[config.mk]
export PLATFORM = sky130hd
export DESIGN_NAME = multi_cycle_controller
export DESIGN_NICKNAME = d
export VERILOG_FILES = /design/src/rtl/multi_cycle_controller.sv
export SDC_FILE = /design/constraint.sdc
export NUM_CORES = 1
export LEC_CHECK = 0
export ABC_AREA = 1
export BUFFER_PORTS_ARGS = -buffer_cell sky130_fd_sc_hd__buf_2
export CORE_ASPECT_RATIO = 0.5
export CORE_MARGIN = 5
export CORE_UTILIZATION = 54
export CTS_BUF_LIST = sky130_fd_sc_hd__clkbuf_16
export DETAILED_ROUTE_END_ITERATION = 6
export MAX_ROUTING_LAYER = met4
export PLACE_DENSITY = 0.89
export SYNTH_ARGS = -nofsm -noshare
export SYNTH_HDL_FRONTEND = slang
export SYNTH_SLANG_ARGS = --single-unit
[constraint.sdc]
create_clock -name clk -period 1.6 [get_ports clk]
set_input_delay 0 -clock clk [delete_from_list [all_inputs] [get_ports clk]]
set_output_delay 0 -clock clk [all_outputs]
set_load 0.05 [all_outputs]
[src/rtl/multi_cycle_controller.sv]
// rtl/multi_cycle_controller.sv - Moore FSM sequencing the multi-cycle RV32I datapath
//
// Ports:
//   clk, rst        clock and synchronous active-high reset
//   op, funct3      opcode and funct3 fields of the IR
//   zero, lt        ALU flags used to resolve conditional branches
//   pcWrite         PC load enable
//   adrSrc          memory address select (0 PC, 1 aluOut)
//   memWrite        memory write enable
//   irWrite         IR/oldPC load enable
//   regWrite        register file write enable
//   resultSrc       result mux (00 aluOut, 01 data, 10 aluResult, 11 immExt)
//   aluSrcA         ALU A mux (00 PC, 01 oldPC, 10 rs1)
//   aluSrcB         ALU B mux (00 rs2, 01 immExt, 10 const 4)
//   aluOp           ALU decoder class (00 add, 01 sub/compare, 10 funct)
//   immSrc          immediate format (000 I, 001 S, 010 J, 011 B, 100 U)
//   halted          sticky flag, set once the FSM enters HALT
//   instrCount      retired instruction count, wraps modulo 2^CNT_W

module multi_cycle_controller #(
    parameter int CNT_W = 32
) (
    input  logic             clk,
    input  logic             rst,
    input  logic [6:0]       op,
    input  logic [2:0]       funct3,
    input  logic             zero,
    input  logic             lt,
    output logic             pcWrite,
    output logic             adrSrc,
    output logic             memWrite,
    output logic             irWrite,
    output logic             regWrite,
    output logic [1:0]       resultSrc,
    output logic [1:0]       aluSrcA,
    output logic [1:0]       aluSrcB,
    output logic [1:0]       aluOp,
    output logic [2:0]       immSrc,
    output logic             halted,
    output logic [CNT_W-1:0] instrCount
);

    localparam logic [6:0] OP_LOAD   = 7'b0000011;
    localparam logic [6:0] OP_STORE  = 7'b0100011;
    localparam logic [6:0] OP_RTYPE  = 7'b0110011;
    localparam logic [6:0] OP_ITYPE  = 7'b0010011;
    localparam logic [6:0] OP_BRANCH = 7'b1100011;
    localparam logic [6:0] OP_JAL    = 7'b1101111;
    localparam logic [6:0] OP_JALR   = 7'b1100111;
    localparam logic [6:0] OP_LUI    = 7'b0110111;

    typedef enum logic [3:0] {
        S_FETCH,
        S_DECODE,
        S_MEMADR,
        S_MEMREAD,
        S_MEMWB,
        S_MEMWRITE,
        S_EXECR,
        S_EXECI,
        S_ALUWB,
        S_BRANCH,
        S_JAL,
        S_JALR,
        S_JALRPC,
        S_LUI,
        S_HALT
    } state_t;

    state_t           state;
    state_t           state_next;
    logic             halted_q;
    logic [CNT_W-1:0] count_q;

    // Raw enables before the reset gate.
    logic pc_we;
    logic mem_we;
    logic ir_we;
    logic reg_we;
    logic branch_taken;

    always_ff @(posedge clk) begin
        if (rst) begin
            state    <= S_FETCH;
            halted_q <= 1'b0;
            count_q  <= '0;
        end else begin
            state <= state_next;
            // FETCH is only reached from the last state of an instruction,
            // so every entry marks one retired instruction.
            if (state_next == S_FETCH) begin
                count_q <= count_q + CNT_W'(1);
            end
            // Registered on entry so halted is already 1 during the HALT cycle.
            if (state_next == S_HALT) begin
                halted_q <= 1'b1;
            end
        end
    end

    always_comb begin
        branch_taken = 1'b0;
        case (funct3)
            3'b000:  branch_taken = zero;
            3'b001:  branch_taken = ~zero;
            3'b100:  branch_taken = lt;
            3'b101:  branch_taken = ~lt;
            default: branch_taken = 1'b0;
        endcase
    end

    always_comb begin
        state_next = state;
        pc_we      = 1'b0;
        mem_we     = 1'b0;
        ir_we      = 1'b0;
        reg_we     = 1'b0;
        adrSrc     = 1'b0;
        resultSrc  = 2'b00;
        aluSrcA    = 2'b00;
        aluSrcB    = 2'b00;
        aluOp      = 2'b00;
        immSrc     = 3'b000;

        case (state)
            S_FETCH: begin
                ir_we      = 1'b1;
                pc_we      = 1'b1;
                aluSrcB    = 2'b10;
                resultSrc  = 2'b10;
                state_next = S_DECODE;
            end
            S_DECODE: begin
                // Precompute the branch/jal target into aluOut.
                aluSrcA = 2'b01;
                aluSrcB = 2'b01;
                if (op == OP_BRANCH) begin
                    immSrc = 3'b011;
                end else if (op == OP_JAL) begin
                    immSrc = 3'b010;
                end
                case (op)
                    OP_LOAD, OP_STORE: state_next = S_MEMADR;
                    OP_RTYPE:          state_next = S_EXECR;
                    OP_ITYPE:          state_next = S_EXECI;
                    OP_BRANCH:         state_next = S_BRANCH;
                    OP_JAL:            state_next = S_JAL;
                    OP_JALR:           state_next = S_JALR;
                    OP_LUI:            state_next = S_LUI;
                    default:           state_next = S_HALT;
                endcase
            end
            S_MEMADR: begin
                aluSrcA = 2'b10;
                aluSrcB = 2'b01;
                if (op == OP_LOAD) begin
                    state_next = S_MEMREAD;
                end else begin
                    immSrc     = 3'b001;
                    state_next = S_MEMWRITE;
                end
            end
            S_MEMREAD: begin
                adrSrc     = 1'b1;
                state_next = S_MEMWB;
            end
            S_MEMWB: begin
                resultSrc  = 2'b01;
                reg_we     = 1'b1;
                state_next = S_FETCH;
            end
            S_MEMWRITE: begin
                adrSrc     = 1'b1;
                mem_we     = 1'b1;
                state_next = S_FETCH;
            end
            S_EXECR: begin
                aluSrcA    = 2'b10;
                aluOp      = 2'b10;
                state_next = S_ALUWB;
            end
            S_EXECI: begin
                aluSrcA    = 2'b10;
                aluSrcB    = 2'b01;
                aluOp      = 2'b10;
                state_next = S_ALUWB;
            end
            S_ALUWB: begin
                reg_we     = 1'b1;
                state_next = S_FETCH;
            end
            S_BRANCH: begin
                aluSrcA    = 2'b10;
                aluOp      = 2'b01;
                pc_we      = branch_taken;
                state_next = S_FETCH;
            end
            S_JAL: begin
                // PC <= target held in aluOut; ALU forms oldPC+4 for the link.
                aluSrcA    = 2'b01;
                aluSrcB    = 2'b10;
                pc_we      = 1'b1;
                state_next = S_ALUWB;
            end
            S_JALR: begin
                aluSrcA    = 2'b10;
                aluSrcB    = 2'b01;
                state_next = S_JALRPC;
            end
            S_JALRPC: begin
                aluSrcA    = 2'b01;
                aluSrcB    = 2'b10;
                pc_we      = 1'b1;
                state_next = S_ALUWB;
            end
            S_LUI: begin
                immSrc     = 3'b100;
                resultSrc  = 2'b11;
                reg_we     = 1'b1;
                state_next = S_FETCH;
            end
            S_HALT: begin
                state_next = S_HALT;
            end
            default: begin
                state_next = S_HALT;
            end
        endcase
    end

    // Architectural writes are suppressed while reset is held so an aborted
    // instruction leaves no trace.
    assign pcWrite    = pc_we  & ~rst;
    assign memWrite   = mem_we & ~rst;
    assign irWrite    = ir_we  & ~rst;
    assign regWrite   = reg_we & ~rst;
    assign halted     = halted_q;
    assign instrCount = count_q;

endmodule

* Yosys cells after proc, flatten, opt, wreduce, memory -nomap -nowiden
Index checks and enable logic that the tools add are counted.
** Word-level totals
- Flip-flop bits (word level) :: 37
- Input port bits :: 14
- Output and inout bits :: 49
- Word-level logic and storage cells :: 66
** Operators by class
- $add $sub $neg :: 1
- Equality and inequality tests :: 25
- Muxes and demuxes :: 17
- Bitwise gates (word level) :: 7
- Reductions and logical operators :: 13
** Operator list (count)
- case mux 4 bit (7 select lines) :: 2
- adder 32 x 1 -> 32 bit (second input constant) :: 1
- equality test 4 bit (second input constant) :: 7
- equality test 7 x 6 -> 1 bit (second input constant) :: 3
- equality test 7 bit (second input constant) :: 3
- equality test 4 x 3 -> 1 bit (second input constant) :: 4
- case mux 2 bit (2 select lines) :: 3
- OR reduction 5 bit :: 2
- case mux 3 bit (3 select lines) :: 1
- OR reduction 3 bit :: 3
- equality test 4 x 2 -> 1 bit (second input constant) :: 2
- logical NOT 4 bit :: 2
- OR reduction 4 bit :: 2
- equality test 7 x 2 -> 1 bit (second input constant) :: 1
- equality test 7 x 5 -> 1 bit (second input constant) :: 1
- equality test 3 bit (second input constant) :: 2
- case mux 2 bit (3 select lines) :: 1
- OR reduction 2 bit :: 3
- 2-to-1 mux 1 bit :: 5
- bitwise AND 1 bit :: 4
- equality test 4 x 1 -> 1 bit (second input constant) :: 1
- 2-to-1 mux 2 bit :: 2
- case mux 1 bit (4 select lines) :: 1
- equality test 3 x 1 -> 1 bit (second input constant) :: 1
- 4 further kinds :: 6

* Logic depth before layout (Yosys ltp)
- Depth in word-level cells :: 5
- Mapped depth :: 12
- Depth with buffers taken out :: 12

* Least setup slack after synthesis
OpenSTA, ideal clock, no wires.
- Kind :: register -> output
- Start point :: reg state[0]
- End point :: out regWrite
- Arrival :: 2.469 ns
- Required time :: 1.600 ns
- Path slack :: -0.869 ns
- Cell stages (with the launch flop) :: 8
- Buffers on the path :: 1
- Cell sequence :: dfxtp_1 > buf_2 > nand2_4 > nor2_1 > inv_1 > nand2_1 > nor2_1 > nor2_1
** On the way
- Word-level cells in the longest chain between the ends :: 4
- Elaborated cells between the ends (all ways) :: 6
- Those cells by class :: eq/ne: 3; mux: 1; bitwise: 1; reduce/logical: 1
** Ends and longest elaborated chain
- start: declaration :: RTL line 70 : state_t state;
- start signal: assignment :: RTL line 88 : state <= state_next;
- equality test 4 bit or equality test 4 x 3 -> 1 bit (tied branches) :: RTL line 125 : case (state)
- OR reduction 3 bit (no source line) (*)
- 2-to-1 mux 1 bit (*) :: RTL line 125
- bitwise AND 1 bit (*) :: RTL line 236 : assign regWrite = reg_we & ~rst;
- end: declaration :: RTL line 33 : output logic regWrite,
Every way passes the cells marked *; elsewhere a longest branch is shown, timed or not.

* Final worst setup path
- Start point :: reg count_q[12], in the netlist instrCount[12]
- End point :: reg count_q[26], in the netlist instrCount[26]
** On the way
- Word-level cells in the longest chain between the ends :: 1
** Ends and longest elaborated chain
- start: declaration :: RTL line 73 : logic [CNT_W-1:0] count_q;
- start signal: assignment :: RTL line 92 : count_q <= count_q + CNT_W'(1);
- adder 32 x 1 -> 32 bit :: RTL line 92
No other way between the ends.
A chain may end at the register's enable or synchronous reset.

==> run_results.csv <==
group,metric,value,unit
yosys,synth_edf_count,0,
grt,grt.overflow.total,0,
critical_path,end_kind,"register",
yosys,synth.most_common_cell,"nand2_1",
final_layout,layout-drive-gt1-share,34.6,%
drt,detail_route.wl_per_cell,13.6,µm
timing,worst_slack,76.8,ps
outcome,status,"complete, no violations",
drt,finalWirelength,7890,µm
yosys,yosys-top-cells-count,"nand2_1, nor2_1, inv_1",
critical_path,cp_slowest_cell,"dfxtp_2",
clocking,ctsHoldBuffers,0,
timing,hold_viol,0,
drt,postRouteAntennaNets,0,
timing,worst_slew_pin_slew,305,ps
yosys,syn_avg_cell_area,6.19,µm²
yosys,netlist_area,2640,µm²
timing,rsz0062_at_grt,"true",
clocking,h-tree-depth,2,
job,maxCapViolCount,0,
grt,grt_max_degree,24,
final_layout,num_antenna_cells,0,
yosys,synth_top_area_share,28.1,%
timing,max_freq,0.657,GHz
clocking,cts_buffer_depth,2,
grt,antenna_found_initial,0,
pwr,vdd_ir_drop_max,1960,µV
pwr,p_leak,0.00162,µW
critical_path,cp.arrival,1740,ps
placement,hpwlAfterDp,5700,µm
grt,grt_pass1_vias,2777,
yosys,synth_ff_type,"dfxtp_1",
critical_path,path_max_fanout,5,
floorplan,die_area,6460,µm²
placement,portBuffers,62,
clocking,cts_tree,"done",
clocking,root_buffer,"clkbuf_16",
final_layout,fin_nets,523,
critical_path,crit_type,"register to register",
yosys,synth_seq_cells,37,
placement,placed_cells,568,
yosys,yosys-top-cells-area,"dfxtp_1, nand2_1, nor2_1",
placement,gp_congestion,1.02,
floorplan,die-height,59.4,µm
yosys,synth_cells,426,
final_layout,area_growth,32.8,%
yosys,ys_seq_area_share,28.1,%
clocking,clk_latency,280,ps
yosys,yosys_warnings,0,
drt,vias,3086,
grt,grt_usage,25.2,%
yosys,synth_cell_types,40,
pwr,finalPower,6610,µW
timing,finalSetupViolations,0,
timing,slew_headroom,79.5,%
pwr,power_per_cell_area,1890,nW/µm²
critical_path,crit_chain,"inv_1 > nor3_4 > nand2_1 > nor3_1 > nand3_1 > nand2_1 > nand2_1 > a21oi_1",
floorplan,start_util,54.7,%
floorplan,die_x,109,µm
critical_path,max_stage_delay,340,ps
grt,grt_first_pass_wirelength,12600,µm
timing,period_needed,1520,ps
final_layout,final-instance-count-excl-fill,579,
drt,drt_iter0_markers,180,
final_layout,fin_util,72.6,%
critical_path,crit_path_frequent_cell,"nand2_1",
yosys,async_flop_share,0,%
timing,drv_slew,0,
floorplan,rows,18,
clocking,cts.clk_slew.worst_paths,60,ps
worst_hold_path,hp-class,"primary input to register",
drt,vias_per_cell,5.33,
clocking,numCtsBuffers,5,
drt,drtPass1Iterations,5,
floorplan,pin_count,63,
timing,setup-tns-final,0,ps
timing,period_share,95.2,%
clocking,clock_sinks,37,
critical_path,crit_path_start_kind,"register",
drt,route.detailed.drc,0,
placement,place_ws,44.3,ps
floorplan,fp.coreArea,4820,µm²
timing,clock_skew,5.49,ps
yosys,synth_nets,441,
yosys,post-synth-top-area-cell,"dfxtp_1",
critical_path,worstPathRequired,1810,ps
==> state kept, by name (all words and copies together) (netlist names) <==
name,flops
state,4
halted,1
instrCount,32
==> metrics by stage <==
step | hold WS (ps) | cell area (µm²)
2_1_floorplan | 280 | 2710
3_3_place_gp | 439 | 3220
3_5_place_dp | 444 | 3220
4_1_cts | 182 | 3390
5_1_grt | 200 | 3500
6_report | 187 | 3500
==> worst max-delay path: cells and delay by family, from the launching register on <==
family / cells / cell delay, ps
AO/OA/AOI/OAI: 1 / 110
buffers and inverters: 1 / 130
flip-flops: 1 / 340
AND/OR/NAND/NOR: 6 / 870
==> cell usage in the layout, fill, tap and decap left out, types with 3 or more instances in the layout <==
cell type,netlist,final
nor2_4,1,5
clkbuf_16,0,5
o21ai_1,5,8
nor2_2,4,14
inv_2,6,7
o21ai_0,15,12
dfxtp_1,37,8
nor3_2,4,7
nand3b_1,6,6
nand4_1,5,5
dfxtp_2,0,26
xor2_1,9,9
nor2_1,58,44
nand2_2,4,5
buf_4,2,24
dfxtp_4,0,3
inv_1,55,54
buf_12,0,3
a31oi_1,5,3
nor3_1,10,6
a21oi_1,24,23
nand3_1,36,36
nand2_1,105,104
buf_2,1,56
buf_6,4,3
==> report_power, final <==
part	internal [µW]	switching [µW]	leakage [µW]	total, µW
clock	564	394	0.0000687	958
sequential	1270	357	0.000315	1620
combinational	1210	2810	0.00124	4030
==> layer usage <==
| layer | vias up | wire length (µm) | share of wire (%) | global-route usage (%) |
|---|---|---|---|---|
| li1 | 1538 | - | - | - |
| met1 | 1402 | 3460 | 44 | 31.1 |
| met2 | 125 | 3690 | 47 | 41.6 |
| met3 | 21 | 570 | 7.2 | 5.77 |
| met4 | 0 | 173 | 2.2 | 7.73 |
| met5 | - | 0 | 0 | - |
==> path summary, 6_finish.rpt <==
kind	from	to	slack, ps	cells after the start
setup reg to reg	instrCount[12]	instrCount[26]	80	8
hold reg to reg	halted	halted	460	2
setup / recovery	instrCount[12]	instrCount[26]	80	8
hold / removal	rst	instrCount[28]	190	3
==> repair_timing <==
action | in CTS | in global routing
buffers inserted | 0 | 3
endpoints found under the setup margin | 9 | 36
pin swaps | 1 | 5
resized for setup | 11 | 29
==> cells by family after synthesis <==
| family | Yosys count | share of synthesized area, % |
|---|---|---|
| AO/OA/AOI/OAI | 62 | 13.4 |
| XOR/XNOR | 11 | 3.65 |
| adder cells (fa/ha/maj) | 1 | 0.475 |
| buffers and inverters | 72 | 11.7 |
| flip-flops | 37 | 28.1 |
| AND/OR/NAND/NOR | 243 | 42.7 |
==> area by class of cell <==
class	instances	area, µm²
clock inverter	3	12.5
tap	70	87.6
fill	391	1320
timing repair buffer	86	554
clock buffer	5	125
multi-input combinational	317	1710
sequential	37	785
inverter	61	229
Power figures use the tool's default switching activity.
